## config.mk

```make
export PLATFORM = sky130hd
export DESIGN_NAME = instr_prefetch_buffer
export DESIGN_NICKNAME = d
export VERILOG_FILES = /design/src/rtl/rv32_pkg.sv /design/src/rtl/prefetch_ring.sv /design/src/rtl/instr_prefetch_buffer.sv
export SDC_FILE = /design/constraint.sdc
export NUM_CORES = 1
export LEC_CHECK = 0
export ABC_CLOCK_PERIOD_IN_PS = 5700
export CELL_PAD_IN_SITES_DETAIL_PLACEMENT = 2
export CELL_PAD_IN_SITES_GLOBAL_PLACEMENT = 2
export CORE_MARGIN = 3
export CORE_UTILIZATION = 30
export CTS_BUF_LIST = sky130_fd_sc_hd__clkbuf_4 sky130_fd_sc_hd__clkbuf_8
export DETAILED_ROUTE_END_ITERATION = 8
export PLACE_DENSITY_LB_ADDON = 0.3
export SKIP_CTS_REPAIR_TIMING = 1
export SYNTH_ARGS = -nofsm -noshare
export SYNTH_HDL_FRONTEND = slang
export SYNTH_HIERARCHICAL = 1
export SYNTH_SLANG_ARGS = --single-unit
```

## constraint.sdc

```tcl
create_clock -name clk -period 5.7 [get_ports clk]
set_input_delay 1.425 -clock clk [delete_from_list [all_inputs] [get_ports clk]]
set_output_delay 1.425 -clock clk [all_outputs]
set_load 0.02 [all_outputs]
```

## src/rtl/rv32_pkg.sv

```systemverilog
// Shared RV32 fetch-path types and constants for the instruction prefetch buffer.
package rv32_pkg;

    localparam int XLEN = 32;
    localparam logic [XLEN-1:0] RESET_PC_DEFAULT = 32'h0000_0000;
    localparam logic [XLEN-1:0] INSTR_BYTES = 32'd4;

    typedef struct packed {
        logic [XLEN-1:0] pc;
        logic [XLEN-1:0] instr;
        logic            filled;
    } fetch_entry_t;

    // Clear the two byte-offset bits of a fetch address.
    function automatic logic [XLEN-1:0] word_align(input logic [XLEN-1:0] addr);
        return addr & ~32'h0000_0003;
    endfunction

endpackage

```

## src/rtl/prefetch_ring.sv

```systemverilog
// Prefetch ring storage: allocate (pc), fill (instr) and head read ports.
module prefetch_ring
    import rv32_pkg::*;
#(
    parameter int DEPTH = 4
) (
    input  logic                     clk,
    input  logic                     n_rst,
    input  logic                     clear,
    input  logic                     alloc_en,
    input  logic [$clog2(DEPTH)-1:0] alloc_idx,
    input  logic [XLEN-1:0]          alloc_pc,
    input  logic                     fill_en,
    input  logic [$clog2(DEPTH)-1:0] fill_idx,
    input  logic [XLEN-1:0]          fill_instr,
    input  logic [$clog2(DEPTH)-1:0] head_idx,
    output fetch_entry_t             head_entry
);

    logic [XLEN-1:0]  pc_mem    [DEPTH];
    logic [XLEN-1:0]  instr_mem [DEPTH];
    logic [DEPTH-1:0] filled;

    // Alloc and fill never target the same slot in one cycle: that would need a full ring.
    always_ff @(posedge clk) begin
        if (!n_rst) begin
            filled <= '0;
        end else if (clear) begin
            filled <= '0;
        end else begin
            if (alloc_en) filled[alloc_idx] <= 1'b0;
            if (fill_en)  filled[fill_idx]  <= 1'b1;
        end
    end

    // NOTE: payload arrays carry no reset; the filled bits alone decide what is visible.
    always_ff @(posedge clk) begin
        if (alloc_en) pc_mem[alloc_idx]   <= alloc_pc;
        if (fill_en)  instr_mem[fill_idx] <= fill_instr;
    end

    always_comb begin
        head_entry        = '0;
        head_entry.pc     = pc_mem[head_idx];
        head_entry.instr  = instr_mem[head_idx];
        head_entry.filled = filled[head_idx];
    end

endmodule

```

## src/rtl/instr_prefetch_buffer.sv

```systemverilog
// In-order instruction prefetch queue: issues sequential fetches, collects responses, presents {instr, pc}.
module instr_prefetch_buffer
    import rv32_pkg::*;
#(
    parameter int              DEPTH    = 4,
    parameter logic [XLEN-1:0] RESET_PC = RESET_PC_DEFAULT
) (
    input  logic            clk,
    input  logic            n_rst,
    input  logic            redirect,
    input  logic [XLEN-1:0] redirect_pc,
    output logic            imem_req_valid,
    input  logic            imem_req_ready,
    output logic [XLEN-1:0] imem_req_addr,
    input  logic            imem_rsp_valid,
    input  logic [XLEN-1:0] imem_rsp_data,
    output logic            instr_valid,
    input  logic            instr_ready,
    output logic [XLEN-1:0] instr,
    output logic [XLEN-1:0] instr_pc,
    output logic            rsp_err
);

    localparam int IW = $clog2(DEPTH);
    localparam int PW = IW + 1;
    localparam int SW = PW + 1;

    typedef logic [PW-1:0] ptr_t;
    typedef logic [SW-1:0] sum_t;

    localparam ptr_t PTR_ONE   = ptr_t'(1);
    localparam sum_t SUM_ONE   = sum_t'(1);
    localparam sum_t SUM_DEPTH = sum_t'(DEPTH);

    ptr_t            head, fill, tail, drop_cnt;
    logic [XLEN-1:0] fetch_pc;
    logic            rsp_err_q;

    ptr_t            occupancy, in_flight;
    sum_t            pending_sum, squash_total, squash_drop;
    logic            full, empty, credit_ok;
    logic            issue, deq;
    logic            rsp_drop, rsp_fill, rsp_orphan;
    fetch_entry_t    head_entry;

    // Occupancy and full come from registered pointers only, so instr_ready never reaches imem_req_valid.
    assign occupancy = tail - head;
    assign in_flight = tail - fill;
    assign full      = (tail[IW-1:0] == head[IW-1:0]) && (tail[IW] != head[IW]);
    assign empty     = (tail == head);

    // Responses still owed to squashed requests hold ring credit until they arrive.
    assign pending_sum = {1'b0, drop_cnt} + {1'b0, occupancy};
    assign credit_ok   = pending_sum < SUM_DEPTH;

    assign imem_req_valid = n_rst && !full && !redirect && credit_ok;
    assign imem_req_addr  = fetch_pc;
    assign issue          = imem_req_valid && imem_req_ready;

    assign rsp_drop   = imem_rsp_valid && (drop_cnt != '0);
    assign rsp_fill   = imem_rsp_valid && (drop_cnt == '0) && (fill != tail);
    assign rsp_orphan = imem_rsp_valid && (drop_cnt == '0) && (fill == tail);

    // On redirect every outstanding response becomes a drop, minus one arriving right now.
    assign squash_total = {1'b0, in_flight} + {1'b0, drop_cnt};
    assign squash_drop  = (imem_rsp_valid && (squash_total != '0)) ? squash_total - SUM_ONE
                                                                    : squash_total;

    assign instr_valid = n_rst && !empty && head_entry.filled;
    assign instr       = head_entry.instr;
    assign instr_pc    = head_entry.pc;
    assign deq         = instr_valid && instr_ready;
    assign rsp_err     = rsp_err_q;

    always_ff @(posedge clk) begin
        if (!n_rst) begin
            head      <= '0;
            fill      <= '0;
            tail      <= '0;
            drop_cnt  <= '0;
            fetch_pc  <= RESET_PC;
            rsp_err_q <= 1'b0;
        end else begin
            if (rsp_orphan) rsp_err_q <= 1'b1;
            if (redirect) begin
                head     <= tail;
                fill     <= tail;
                drop_cnt <= ptr_t'(squash_drop);
                fetch_pc <= word_align(redirect_pc);
            end else begin
                if (issue) begin
                    tail     <= tail + PTR_ONE;
                    fetch_pc <= fetch_pc + INSTR_BYTES;
                end
                if (rsp_drop) drop_cnt <= drop_cnt - PTR_ONE;
                if (rsp_fill) fill     <= fill + PTR_ONE;
                if (deq)      head     <= head + PTR_ONE;
            end
        end
    end

    prefetch_ring #(
        .DEPTH (DEPTH)
    ) u_ring (
        .clk        (clk),
        .n_rst      (n_rst),
        .clear      (redirect),
        .alloc_en   (issue),
        .alloc_idx  (tail[IW-1:0]),
        .alloc_pc   (fetch_pc),
        .fill_en    (rsp_fill && !redirect),
        .fill_idx   (fill[IW-1:0]),
        .fill_instr (imem_rsp_data),
        .head_idx   (head[IW-1:0]),
        .head_entry (head_entry)
    );

endmodule
```

==> run summary <==
Area grow syn2layout - 26.4%
Required time worst endpoint - 4.28 ns
Number of diodes - 0
Final non-filler cell total - 1518
Clk pin slew, worst setup/hold paths - 0.06 ns
Seq cells post-synth - 303
CP startpoint - tail[0]
Share of cells above drive strength 1 - 18.9%
Post-synthesis cell type count - 69
First-pass GRT wire length - 52900 um
Final wirelength - 34800 um
Final Max Slew Viols - 0
DP Cell Count - 1419
Relative slew slack - 39.1%
Worst setup margin - 0.810 ns
Crit share post-route - 85.8%
Clk root buf - clkbuf_8
Worst r2r src - head[0]
DP HPWL - 22600 um
Die Ht - 210 um
FP Rows - 74
FMAX - 0.204 GHz
Avg Vias per Cell - 4.95
Clk_lat worst skew - 0.61 ns
PwrDens - 329 nW/um^2
Setup Skew - 0.0211 ns
Top_reg_cell synth - edfxtp_1
CP max FO - 8
CTS sink cnt - 303
Most frequent cells in the layout - edfxtp_1 (256), clkdlybuf4s50_1 (163), mux4_2 (65), nand2_1 (56), clkbuf_8 (54)
Min-Delay Path Class - reg2reg
WHS - 0.514 ns
Sequential area share after synthesis - 69.3%
Residual DRC - 0
Critical path destination - imem_req_valid
Setup TNS - 0 ns
Number of buffers created by CTS - 53
NumNets Final - 1031
DRT Pass-1 Iters - 4
Antenna violations before repair - 1
Total gr overflow - 0
CTS tree - done
Peak supply drop - 0.239 mV
Commonest non-fill, non-tap cell in the layout - edfxtp_1
Die area - 44000 sq um
P_leak - 5.11 nW
Fin. Hold Viols - 0
RSZ-0062 raised after global routing - no
Largest net degree at the start of global routing - 49
Final core occ - 38.5%
Worst-Margin Slew - 0.913 ns
Top Ports - 169
Yosys warning count - 6
Status - complete, no violations
Post-route cell area - 15700 sq um
Dpl cell area - 14700 sq um
CTS H-tree depth - 2
Die width - 210 um
Final Wtd Congestion - 0.739
Vias in the first global route - 8310
Worst R2R Path Depth - 11
Antenna-violating nets left - 0
Setup violations, final - 0
Worst EP arrival - 3.47 ns
CTS max path bufs - 3
Number of synthesized flops with an enable pin - 256
Endpoint class of the critical path - primary output
All-Layer GR Usage - 15.9%
Ys async rst share - 0%
Reg2reg end - u_ring/pc_mem[1][4]
WS Path Type - reg2out
Tot Pwr - 5.18 mW
Core footprint - 40900 sq um
Initial Util - 30.4%
Syn Inst Count - 729
DR WL/cell - 22.9 um
Mapped Area - 12500 sq um
Vias - 7507
Average size of a mapped cell - 17.1 sq um
R2R Setup Slk - 1.56 ns
I/O Buffers - 164
Worst setup SP type - flip-flop
Max Cap Violations - 0
1st-iter DRT viols - 418
Fin crit period - 4.89 ns
Setup slack at placement - 1.09 ns
==> registers in the layout (all words and copies together), names as in the netlist <==
| name | cells |
|---|---|
| u_ring/instr_mem | 128 |
| u_ring/pc_mem | 128 |
| imem_req_addr | 30 |
| u_ring/filled | 4 |
| drop_cnt | 3 |
| fill | 3 |
| head | 3 |
| tail | 3 |
| rsp_err | 1 |
==> Yosys cell counts, drive strengths merged, types with 9 or more instances <==
| cell type | n | share of area (%) |
|---|---|---|
| a31oi | 13 | 0.65 |
| nand3 | 19 | 0.80 |
| o21ai | 15 | 0.60 |
| ha | 16 | 1.6 |
| nand4 | 14 | 0.70 |
| edfxtp | 256 | 62 |
| a21oi | 26 | 1.1 |
| nand3b | 9 | 0.54 |
| nor2 | 13 | 0.39 |
| mux4 | 65 | 12 |
| buf | 22 | 1.6 |
| nand2 | 57 | 1.8 |
| clkbuf | 12 | 0.36 |
| dfxtp | 47 | 7.6 |
| inv | 25 | 0.75 |
==> area by class of cell <==
cell class | instances | area (sq um)
clock buffer | 70 | 863
clock inverter | 29 | 178
fill | 4050 | 25200
inverter | 25 | 93.8
multi-input combinational | 376 | 3530
sequential | 303 | 8640
tap | 532 | 666
timing repair buffer | 183 | 1780
==> where the power goes <==
part           switching, mW  leakage (nW)  internal, mW  total [mW]
logic                  0.346          1.83         0.307       0.653
clock network          0.903         0.557          1.08        1.98
registers             0.0770          2.72          2.47        2.55
total                   1.33          5.11          3.86        5.18
==> cell families after synthesis <==
kind of cell	after synthesis	share of synthesized area, %
buffers and inverters	59	2.72
XOR/XNOR	16	1.19
flip-flops	303	69.3
AO/OA/AOI/OAI	100	5.40
adder cells (fa/ha/maj)	19	2.09
other	1	0.0301
AND/OR/NAND/NOR	164	7.36
multiplexers	67	11.9
==> worst min path at each step <==
stage	slack, ns	to	cells past startpoint	start
3_3_place_gp	0.47	rsp_err	2	rsp_err
4_1_cts	0.51	u_ring/filled[1]	2	u_ring/filled[1]
6_report	0.51	u_ring/filled[2]	2	u_ring/filled[2]
5_1_grt	0.55	u_ring/filled[1]	2	u_ring/filled[1]
2_1_floorplan	0.47	u_ring/filled[2]	2	u_ring/filled[2]
3_5_place_dp	0.50	u_ring/filled[1]	2	u_ring/filled[1]
==> critical path: stages, from the launching register on <==
cell	delay, ns
dfxtp_1	0.54
inv_1	0.12
ha_1	0.20
inv_1	0.06
fa_1	0.41
ha_1	0.28
nand2_1	0.08
o22a_2	0.23
and4b_1	0.29
clkdlybuf4s50_1	0.63
==> per-layer routing <==
layer / vias to the layer above / routed length [um] / global-route usage, %
met5: - / 17 / 0
met4: 2 / 686 / 4.78
met3: 51 / 1480 / 3.00
met2: 142 / 17400 / 26.7
met1: 3942 / 15200 / 20.9
li1: 3370 / - / -
Note: power is estimated with default switching activity, not from simulation.
